[src/rtl/button_event.sv]
// button_event: classifies bursts of a debounced button level into press,
// short click, long press and double click pulses, and keeps a wrapping
// 8-bit count of completed short/long/double events.
// Optional auto-repeat while a long press is held is compiled in when the
// macro BUTTON_EVENT_AUTO_REPEAT_EN is defined; otherwise repeat_o is tied low.
module button_event #(
  parameter int unsigned LONG_PRESS_TIME   = 50_000_000,
  parameter int unsigned DOUBLE_CLICK_TIME = 15_000_000,
  parameter int unsigned REPEAT_TIME       = 10_000_000,
  parameter int unsigned CNT_WIDTH         = 32
) (
  input  logic       clk_i,
  input  logic       rst_i,
  input  logic       signal_i,
  output logic       press_o,
  output logic       short_o,
  output logic       long_o,
  output logic       double_o,
  output logic       repeat_o,
  output logic       held_o,
  output logic [7:0] event_cnt_o
);

  typedef enum logic [2:0] {
    ST_IDLE,
    ST_PRESSED,
    ST_LONG,
    ST_WAIT_SECOND,
    ST_SECOND_PRESSED
  } state_t;

  localparam int unsigned MAX_LP_DC =
    (LONG_PRESS_TIME > DOUBLE_CLICK_TIME) ? LONG_PRESS_TIME : DOUBLE_CLICK_TIME;
  localparam int unsigned MAX_TIME  =
    (MAX_LP_DC > REPEAT_TIME) ? MAX_LP_DC : REPEAT_TIME;
  localparam bit CFG_OK = (LONG_PRESS_TIME > 0) && (DOUBLE_CLICK_TIME > 0) &&
                          (REPEAT_TIME > 0) && ((MAX_TIME >> CNT_WIDTH) == 0);

  // Refuse to elaborate with zero timings or a counter too narrow for them.
  if (!CFG_OK) begin : g_bad_cfg
    $error("button_event: timing parameters must be non-zero and fit in CNT_WIDTH bits");
  end

  localparam logic [CNT_WIDTH-1:0] LONG_LIM = CNT_WIDTH'(LONG_PRESS_TIME - 1);
  localparam logic [CNT_WIDTH-1:0] DBL_LIM  = CNT_WIDTH'(DOUBLE_CLICK_TIME - 1);
  localparam logic [CNT_WIDTH-1:0] CNT_ONE  = CNT_WIDTH'(1);

  state_t               state_q, state_d;
  logic [CNT_WIDTH-1:0] cnt_q, cnt_d;
  logic                 sig_q;
  logic                 rise, fall;

  logic                 press_d, short_d, long_d, double_d, held_d;
  logic [7:0]           event_cnt_d;

  // Edge detection against the previous sampled level.
  always_comb begin
    rise = signal_i & ~sig_q;
    fall = ~signal_i & sig_q;
  end

  // State, timing counter, edge register and registered outputs.
  always_ff @(posedge clk_i) begin
    if (rst_i) begin
      state_q     <= ST_IDLE;
      cnt_q       <= '0;
      sig_q       <= 1'b1;
      press_o     <= 1'b0;
      short_o     <= 1'b0;
      long_o      <= 1'b0;
      double_o    <= 1'b0;
      held_o      <= 1'b0;
      event_cnt_o <= '0;
    end else begin
      state_q     <= state_d;
      cnt_q       <= cnt_d;
      sig_q       <= signal_i;
      press_o     <= press_d;
      short_o     <= short_d;
      long_o      <= long_d;
      double_o    <= double_d;
      held_o      <= held_d;
      event_cnt_o <= event_cnt_d;
    end
  end

  // Next-state and timing-counter update.
  always_comb begin
    state_d = state_q;
    cnt_d   = cnt_q;
    case (state_q)
      ST_IDLE: begin
        if (rise) begin
          state_d = ST_PRESSED;
          cnt_d   = '0;
        end
      end
      ST_PRESSED: begin
        if (fall) begin
          state_d = ST_WAIT_SECOND;
          cnt_d   = '0;
        end else if (cnt_q == LONG_LIM) begin
          state_d = ST_LONG;
          cnt_d   = '0;
        end else begin
          cnt_d = cnt_q + CNT_ONE;
        end
      end
      ST_LONG: begin
        if (fall) begin
          state_d = ST_IDLE;
          cnt_d   = '0;
        end
      end
      ST_WAIT_SECOND: begin
        // A rise on the timeout cycle still counts as the second press.
        if (rise) begin
          state_d = ST_SECOND_PRESSED;
          cnt_d   = '0;
        end else if (cnt_q == DBL_LIM) begin
          state_d = ST_IDLE;
          cnt_d   = '0;
        end else begin
          cnt_d = cnt_q + CNT_ONE;
        end
      end
      ST_SECOND_PRESSED: begin
        if (fall) begin
          state_d = ST_IDLE;
          cnt_d   = '0;
        end
      end
      default: begin
        state_d = ST_IDLE;
        cnt_d   = '0;
      end
    endcase
  end

  // Pulse, held-level and event-count next values (registered above).
  always_comb begin
    press_d  = rise && ((state_q == ST_IDLE) || (state_q == ST_WAIT_SECOND));
    long_d   = (state_q == ST_PRESSED) && !fall && (cnt_q == LONG_LIM);
    short_d  = (state_q == ST_WAIT_SECOND) && !rise && (cnt_q == DBL_LIM);
    double_d = (state_q == ST_SECOND_PRESSED) && fall;
    held_d   = (state_d == ST_PRESSED) || (state_d == ST_LONG) ||
               (state_d == ST_SECOND_PRESSED);
    event_cnt_d = event_cnt_o;
    if (short_d || long_d || double_d) begin
      event_cnt_d = event_cnt_o + 8'd1;
    end
  end

`ifdef BUTTON_EVENT_AUTO_REPEAT_EN
  localparam logic [CNT_WIDTH-1:0] REP_LIM = CNT_WIDTH'(REPEAT_TIME - 1);

  logic [CNT_WIDTH-1:0] rep_cnt_q, rep_cnt_d;
  logic                 rep_fire;

  // Repeat counter runs only while in ST_LONG and stays zero elsewhere,
  // so it is already cleared on every entry into ST_LONG.
  always_comb begin
    rep_fire  = (state_q == ST_LONG) && !fall && (rep_cnt_q == REP_LIM);
    rep_cnt_d = '0;
    if ((state_q == ST_LONG) && !fall && !rep_fire) begin
      rep_cnt_d = rep_cnt_q + CNT_ONE;
    end
  end

  // Repeat counter and registered repeat pulse.
  always_ff @(posedge clk_i) begin
    if (rst_i) begin
      rep_cnt_q <= '0;
      repeat_o  <= 1'b0;
    end else begin
      rep_cnt_q <= rep_cnt_d;
      repeat_o  <= rep_fire;
    end
  end
`else
  assign repeat_o = 1'b0;
`endif

endmodule

[config.mk]
export PLATFORM = sky130hd
export DESIGN_NAME = button_event
export DESIGN_NICKNAME = d
export VERILOG_FILES = /design/src/rtl/button_event.sv
export SDC_FILE = /design/constraint.sdc
export NUM_CORES = 1
export LEC_CHECK = 0
export BUFFER_PORTS_ARGS = -buffer_cell sky130_fd_sc_hd__buf_2
export CAP_MARGIN = 40
export CORE_MARGIN = 1.5
export CORE_UTILIZATION = 54
export CTS_CLUSTER_SIZE = 12
export DETAILED_ROUTE_END_ITERATION = 8
export GPL_ROUTABILITY_DRIVEN = 0
export PLACE_DENSITY_LB_ADDON = 0.12
export SLEW_MARGIN = 15
export SYNTH_ARGS = -nofsm -noshare
export SYNTH_HDL_FRONTEND = slang
export SYNTH_SLANG_ARGS = --single-unit
[constraint.sdc]
create_clock -name clk_i -period 2 [get_ports clk_i]
set_input_delay 0.4 -clock clk_i [delete_from_list [all_inputs] [get_ports clk_i]]
set_output_delay 0.4 -clock clk_i [all_outputs]
set_load 0.02 [all_outputs]
== Word-level counts from Yosys, hierarchy flattened ==
Index checks and enable logic that the tools add are counted.
Cells by class
  $add $sub $neg: 2
  multiplexer cells: 14
  equality and inequality tests: 11
  reductions and logical operators: 16
  bitwise gates (word level): 4
Operators with widths (number)
  2-to-1 mux 32 bit: 6
  one-hot mux 32 bit (4 select lines): 1
  adder 32 x 1 -> 32 bit, second input constant: 1
  == test 32 x 24 -> 1 bit, second input constant: 1
  == test 32 x 26 -> 1 bit, second input constant: 1
  2-to-1 mux 3 bit: 6
  one-hot mux 3 bit (4 select lines): 1
  == test 3 x 2 -> 1 bit, second input constant: 3
  adder 8 x 1 -> 8 bit, second input constant: 1
  == test 3 x 1 -> 1 bit, second input constant: 2
  == test 3 bit, second input constant: 2
  logical AND 1 bit: 6
  logical OR 1 bit: 5
  zero test 3 bit: 1
  AND 1 bit: 2
  zero test 1 bit: 2
  inequality test 2 x 1 -> 1 bit, second input constant: 1
  inequality test 2 bit, second input constant: 1
  NOT 1 bit: 2
  AND reduction 2 bit: 1
  OR reduction 2 bit: 1
Storage, ports and cells
  output and inout bits: 14
  register bits: 49
  bits of input ports: 3

== Longest topological paths before layout ==
Gate-level depths: netlist of the first run.
  depth in word-level cells: 7
  mapped depth: 10
  gate-level depth less buffers: 7

== Worst setup path before layout of the first run ==
Ideal clock, no wire load.
  path type: reg2reg
  from: register cnt_q[7]
  to: register cnt_q[11]
  setup slack: -0.228 ns
  arrival: 2.113 ns
  period minus slack after synthesis: 2.228 ns
  stages on the path, launching flop included: 9
  cells stage by stage: dfxtp_1 or4b_4 nor4_4 nor2_1 or3_4 o21bai_4 buf_6 buf_6 nor2_1
On the way
  longest elaborated chain between the ends: 4
RTL lines
  from (decl): RTL line 49  | logic [CNT_WIDTH-1:0] cnt_q, cnt_d;
  from (signal assigned): RTL line 76  | cnt_q <= cnt_d;
  adder 32 x 1 -> 32 bit (tied with other cells): RTL line 106, 124
  2-to-1 mux 32 bit, on equally long branches: RTL line 120, 102
  2-to-1 mux 32 bit, on equally long branches: RTL line 117, 99
  one-hot mux 32 bit (4 select lines) *: RTL line 91  | case (state_q)
Mark *: on every way between the ends. The rest lies on a longest branch, timed or not.
A chain may end at the register's enable or synchronous reset.

== Final worst setup path of the first run ==
  from: register cnt_q[6]
  to: register cnt_q[10]
Same word-level chain as after synthesis.

==> out/qor.yml, run 1 <==
status:
  status: "finished, violations left"
  violations: "negative setup slack"
cells_and_area:
  nNetsFinal: 347
  area_delta_synth_final_pct: 25.2
  fin_cells: 395
  final_cell_mix: "49 x nor2_1, 48 x dfxtp_1, 46 x buf_4"
  antennaDiodeCount: 0
  utilization_pct: 69.8
  final_cell_area_um2: 3040
  drive_gt1_share_pct: 27.4
  final_common_cell: "nor2_1"
  fillers: 346
power_and_ir_drop:
  p_int_uw: 1300
  power_density_nw_per_um2: 567
  switching_share_pct: 24.5
  p_clk_share_pct: 33.3
  seq_power_share_pct: 57.6
  power_frac_comb_pct: 9.2
  leakagePower_uw: 0.00120
  worst_ir_drop_vdd_mv: 0.466
  p_sw_uw: 423
placement:
  placed_cell_area_um2: 2850
  port_buffers: 15
  pre_cts_ws_ps: -172
  place_inst: 384
  dp_hpwl_um: 3870
run:
  max_cap_violations: 0
sta:
  max_freq_ghz: 0.462
  holdWs_ps: 397
  period_needed_ps: 2160
  rsz0062_at_grt: "yes"
  period_share_pct: 108
  setup_viol: 37
  finClkSkew_ps: 7.67
  hold_violations: 0
  setup_ws_ps: -164
  slew_violations: 0
worst_setup_path:
  cp-start-kind: "register"
  cp-end-kind: "register"
  cp_cell_sequence: "or4b_4 -> nor4_4 -> nor2_1 -> or3_4 -> o21bai_4 -> buf_12 -> a21oi_1"
  critical_path_buf_inv_count: 1
  crit_type: "register to register"
  critPathRequiredTime_ps: 2180
  slowest_delay_ps: 540
  slowest_stage: "or4b_4"
  cpLargestDelayFamily: "simple AND/OR/NAND/NOR gates"
  cp_num_cells: 7
  crit_fanout: 29
  cp_data_arrival_time_ps: 2350
  worst_r2r_path_depth: 7
yosys:
  synth_area_um2: 2430
  ys.flop_type: "dfxtp_1"
  ys_warn_count: 0
  synth_edf_count: 0
  ys_types: 50
  synthArstFlopShare_pct: 0
  syn_area_per_cell_um2: 8.52
  syn_inst: 285
  synth_sequential_area_ratio_pct: 40.4
  synth_seq_cells: 49
  synth.net_count: 290
floorplanning:
  ios: 17
  row_count: 24
  start_util_pct: 55.8
  die_h_um: 70.1
  dieArea_um2: 4910
  coreArea_um2: 4350
  die_width_um: 70.1
detailed_routing:
  drtPass1Iterations: 4
  antenna_violating_nets_post_route: 0
  routed_via_density: 5.45
  wl_um: 5320
  drc: 0
  avgRoutedWirePerCell_um: 13.5
  drt_iter0_drc: 99
  via_count: 2154
global_route:
  antenna_found_initial: 0
  grt_use_total_pct: 23.1
  grt-ovfl-total: 0
  grt_max_degree: 30
  first_global_vias: 2047
  grt_util_met3_pct: 4.33
  grt.met1_usage_pct: 29.5
  top_usage_layer: "met2"
  grt_pass1_wl_um: 9140
  use_met2_pct: 38.2
clock_tree:
  numCtsBuffers: 5
  clkSinkCount: 49
  clockBufferDepth: 2
  clkSlewWorstSetupHoldPaths_ps: 90
  clkLatencyLatePin_ps: 310
  ctsRootBufferMaster: "clkbuf_8"
  cts_tree: "yes"
  htree_levels: 2
  postCtsHoldBufs: 0
worst_hold_path:
  holdPathStages: 2
  min_path_type: "primary input to register"
cell type report:
type                            instances  area (µm²)  area share, %
Multi-Input combinational cell        221        1460           47.9
Sequential cell                        49         982           32.3
Timing Repair Buffer                   62         440           14.5
Clock buffer                            7        76.3           2.51
Tap cell                               52        65.1           2.14
Inverter                                3        11.3          0.370
Clock inverter                          1        7.51          0.247
synthesized netlist by cell type, types with 5 or more instances:
library cell  number  share of area, %
and4_1             5               1.8
nand4_1           10               2.6
xnor2_1           11               4.0
a21oi_1           15               3.1
dfxtp_1           49                40
nand2_1           26               4.0
clkbuf_1           5              0.77
o21ai_0            8               1.6
nor3_1             7               1.4
xor2_1            19               6.9
nand3_1           16               3.3
nor2_1            49               7.6
stage by stage:
step                total power (µW)  setup TNS, ps
floorplan                       1120          -2700
global placement                1160          -3680
detailed placement              1160          -5490
CTS                             1730          -5440
global route                    1790          -8170
finish                          1720          -4840
logic make-up (layout without fill, tap and decap cells):
group | after synthesis | after routing | share of synthesized area (%)
and+or+nand+nor | 152 | 152 | 34.5
muxes | 1 | 1 | 0.412
other | 1 | 1 | 0.154
buffers and inverters | 15 | 73 | 3.55
DFF | 49 | 49 | 40.4
AOI/OAI and AO/OA | 35 | 35 | 9.17
adders and majority gates | 2 | 2 | 1.03
xor gates and xnor gates | 30 | 30 | 10.8
registers in the layout, summed over array words and instances, names as in the netlist:
| register | cells |
|---|---|
| cnt_q | 32 |
| double_o | 1 |
| event_cnt_o | 8 |
| held_o | 1 |
| long_o | 1 |
| press_o | 1 |
| short_o | 1 |
| sig_q | 1 |
| state_q | 3 |
path summary, 6_finish.rpt:
| path | end | start | slack, ps |
|---|---|---|---|
| worst max-delay path | cnt_q[10]$_SDFFE_PP0P_ | cnt_q[6]$_SDFFE_PP0P_ | -160 |
| worst min-delay path | state_q[0]$_SDFF_PP0_ | rst_i | 400 |
| worst max register to register | cnt_q[10]$_SDFFE_PP0P_ | cnt_q[6]$_SDFFE_PP0P_ | -160 |
| worst min register to register | event_cnt_o[7]$_SDFFE_PP0P_ | event_cnt_o[7]$_SDFFE_PP0P_ | 490 |
power by group through the flow:
stage          Sequential, µW  Clock [µW]  Combinational (µW)
2_1_floorplan            1020           0                 104
3_3_place_gp             1010           0                 147
3_5_place_dp             1020           0                 148
4_1_cts                   992         590                 150
5_1_grt                   994         626                 172
6_report                  992         573                 158
timing repair:
action                     CTS  global route
setup endpoints to repair   40            43
pin swaps                    9            11
setup buffers                1             2
gates resized for setup      6            15
per-layer routing:
| layer | wire length [µm] | share of wire [%] | up-vias |
|---|---|---|---|
| met5 | 0 | 0 | - |
| met4 | 93 | 1.7 | 0 |
| met3 | 110 | 2.1 | 9 |
| met2 | 2690 | 51 | 27 |
| met1 | 2430 | 46 | 1017 |
| li1 | - | - | 1101 |
worst register-to-register path, stage by stage (launching register included):
cell      delay, ps
dfxtp_2         330
or4b_4          540
nor4_4          330
nor2_1           80
or3_4           390
o21bai_4        140
buf_12          180
a21oi_1          70
Power figures use the tool's default switching activity.
==> run 2: changes to the inputs <==
--- a/config.mk
+++ b/config.mk
@@ -8,7 +8,7 @@
 export BUFFER_PORTS_ARGS = -buffer_cell sky130_fd_sc_hd__buf_2
 export CAP_MARGIN = 40
 export CORE_MARGIN = 1.5
-export CORE_UTILIZATION = 54
+export CORE_UTILIZATION = 40
 export CTS_CLUSTER_SIZE = 12
 export DETAILED_ROUTE_END_ITERATION = 8
 export GPL_ROUTABILITY_DRIVEN = 0
==> constraint.sdc (replaced) <==
create_clock -name clk_i -period 2.6 [get_ports clk_i]
set_input_delay 0.52 -clock clk_i [delete_from_list [all_inputs] [get_ports clk_i]]
set_output_delay 0.52 -clock clk_i [all_outputs]
set_load 0.02 [all_outputs]
==> out/qor.yml, run 2 (synthesis results as in run 1) <==
status:
  status: "complete, no violations"
power_and_ir_drop:
  power_density_nw_per_um2: 525  # -7.4%
  power_frac_comb_pct: 6.9  # -2.3 points
  p_int_uw: 1110  # -15%
  seq_power_share_pct: 53.9  # -3.7 points
  leakagePower_uw: 0.000980  # -18%
  p_clk_share_pct: 39.2  # +5.9 points
  p_sw_uw: 315  # -26%
  switching_share_pct: 22.1  # -2.4 points
  worst_ir_drop_vdd_mv: 0.262  # -44%
sta:
  fin_setup_tns_ps: 0  # +4840 ps
  period_share_pct: 91.2  # -17 points
  slew_violations: 0  # unchanged
  finClkSkew_ps: 10.5  # +2.79 ps
  period_needed_ps: 2370  # +209 ps
  relSlewSlack_pct: 57.6
  rsz0062_at_grt: "no"
  hold_violations: 0  # unchanged
  setup_ws_ps: 228  # +391 ps
  tightest_slew_ps: 630
  max_freq_ghz: 0.422  # -8.8%
  setup_viol: 0  # -100%
worst_setup_path:
  cp_cell_sequence: "or4b_1 -> nor4_2 -> nor2_1 -> or3_4 -> o21bai_4 -> buf_12 -> nor2_1"
  slowest_stage: "or4b_1"
  slowest_delay_ps: 550  # about the same
  cp_data_arrival_time_ps: 2560  # +210 ps
  crit_type: "register to register"
  cp-start-kind: "register"
  critical_path_buf_inv_count: 1  # unchanged
  crit_fanout: 29  # unchanged
  cpMostUsedCell: "nor2_1"
  cp-end-kind: "register"
  critPathRequiredTime_ps: 2790  # +610 ps
  cpLargestDelayFamily: "simple AND/OR/NAND/NOR gates"
placement:
  port_buffers: 15  # unchanged
  dp_hpwl_um: 3550  # -8.1%
  pre_cts_ws_ps: 182  # +354 ps
cells_and_area:
  reg_top3: "cnt_q (32), event_cnt_o (8), state_q (3)"
  area_delta_synth_final_pct: 11.6
  largest_reg_flops: 32  # unchanged
  drive_gt1_share_pct: 13.5  # -14 points
  largest_register: "cnt_q"
  antennaDiodeCount: 0  # unchanged
  nNetsFinal: 308  # -11%
  fillers: 616  # +78%
  final_cell_mix: "49 x nor2_1, 49 x dfxtp_1, 26 x nand2_1"
floorplanning:
  die_width_um: 80.9  # +16%
  coreArea_um2: 5890  # +35%
  die_h_um: 80.9  # +16%
  ios: 17  # unchanged
  dieArea_um2: 6550  # +33%
  row_count: 28  # +17%
  start_util_pct: 41.3  # -15 points
clock_tree:
  clkLatencyLatePin_ps: 300  # about the same
  clkSinkCount: 49  # unchanged
  htree_levels: 2  # unchanged
  postCtsHoldBufs: 0  # unchanged
  numCtsBuffers: 5  # unchanged
  postCtsSetupRepairBufs: 0  # -1
  cts_tree: "yes"
  cts.repair.resized: 0  # -6
  clkSlewWorstSetupHoldPaths_ps: 90  # about the same
  clockBufferDepth: 2  # unchanged
  ctsRootBufferMaster: "clkbuf_8"
detailed_routing:
  routed_via_density: 5.23  # -4.1%
  wl_um: 5030  # -5.4%
  drt_iter0_drc: 114  # +15%
  drtPass1Iterations: 4  # unchanged
  drc: 0  # unchanged
  avgRoutedWirePerCell_um: 13.3  # -1.4%
  via_count: 1983  # -7.9%
  antenna_violating_nets_post_route: 0  # unchanged
worst_hold_path:
  min_path_type: "primary input to register"
run:
  max_cap_violations: 0  # unchanged
global_route:
  grt_use_total_pct: 16.7  # -6.3 points
  first_global_vias: 1752  # -14%
  grt-ovfl-total: 0  # unchanged
  grt_pass1_wl_um: 8440  # -7.7%
  antenna_found_initial: 0  # unchanged
  grt_max_degree: 30  # unchanged
-- run 2: layout make-up --
| cell class | instances | area (µm²) | area share (%) |
|---|---|---|---|
| clock buffers | 7 | 86.3 | 3.18 |
| clock inverters | 1 | 30.0 | 1.11 |
| inverters | 3 | 11.3 | 0.415 |
| multi-input cells | 221 | 1360 | 50.2 |
| flip-flops and latches | 49 | 981 | 36.2 |
| well taps | 75 | 93.8 | 3.46 |
| repair buffers | 23 | 148 | 5.45 |
-- run 2: final timing paths --
check                                            startpoint                          end  slack, ps  depth (start not counted)
worst max-delay path                 cnt_q[19]$_SDFFE_PP0P_        cnt_q[5]$_SDFFE_PP0P_        230                          7
worst max register to register       cnt_q[19]$_SDFFE_PP0P_        cnt_q[5]$_SDFFE_PP0P_        230                          7
worst min-delay path                               signal_i             sig_q$_SDFF_PP1_        480                          2
worst min register to register  event_cnt_o[7]$_SDFFE_PP0P_  event_cnt_o[7]$_SDFFE_PP0P_        490                          2
-- run 2: power groups by stage --
stage          sequential (µW)  clock [µW]  combinational [µW]
3_3_place_gp               784           0                98.5
5_1_grt                    768         606                 110
4_1_cts                    767         587                99.2
6_report                   767         559                98.3
2_1_floorplan              782           0                80.4
3_5_place_dp               784           0                98.9
-- run 2: stage by stage --
step           power [µW]  utilization (%)  instance area (µm²)  instances  hold slack [ps]
6_report             1420             46.1                 2710        379              478
5_1_grt              1480             46.1                 2710        379              490
4_1_cts              1450             46.1                 2710        379              461
3_5_place_dp          883             44.1                 2590        371              474
3_3_place_gp          883             44.1                 2590        371              468
2_1_floorplan         862                -                 2430        285              459
-- run 2: metal layers --
layer / wire length [µm] / track usage, % / vias up
li1: - / - / 1026
met1: 2580 / 22.6 / 923
met2: 2250 / 26.3 / 28
met3: 139 / 3.60 / 6
met4: 68 / 5.69 / 0
met5: 0 / 0 / -
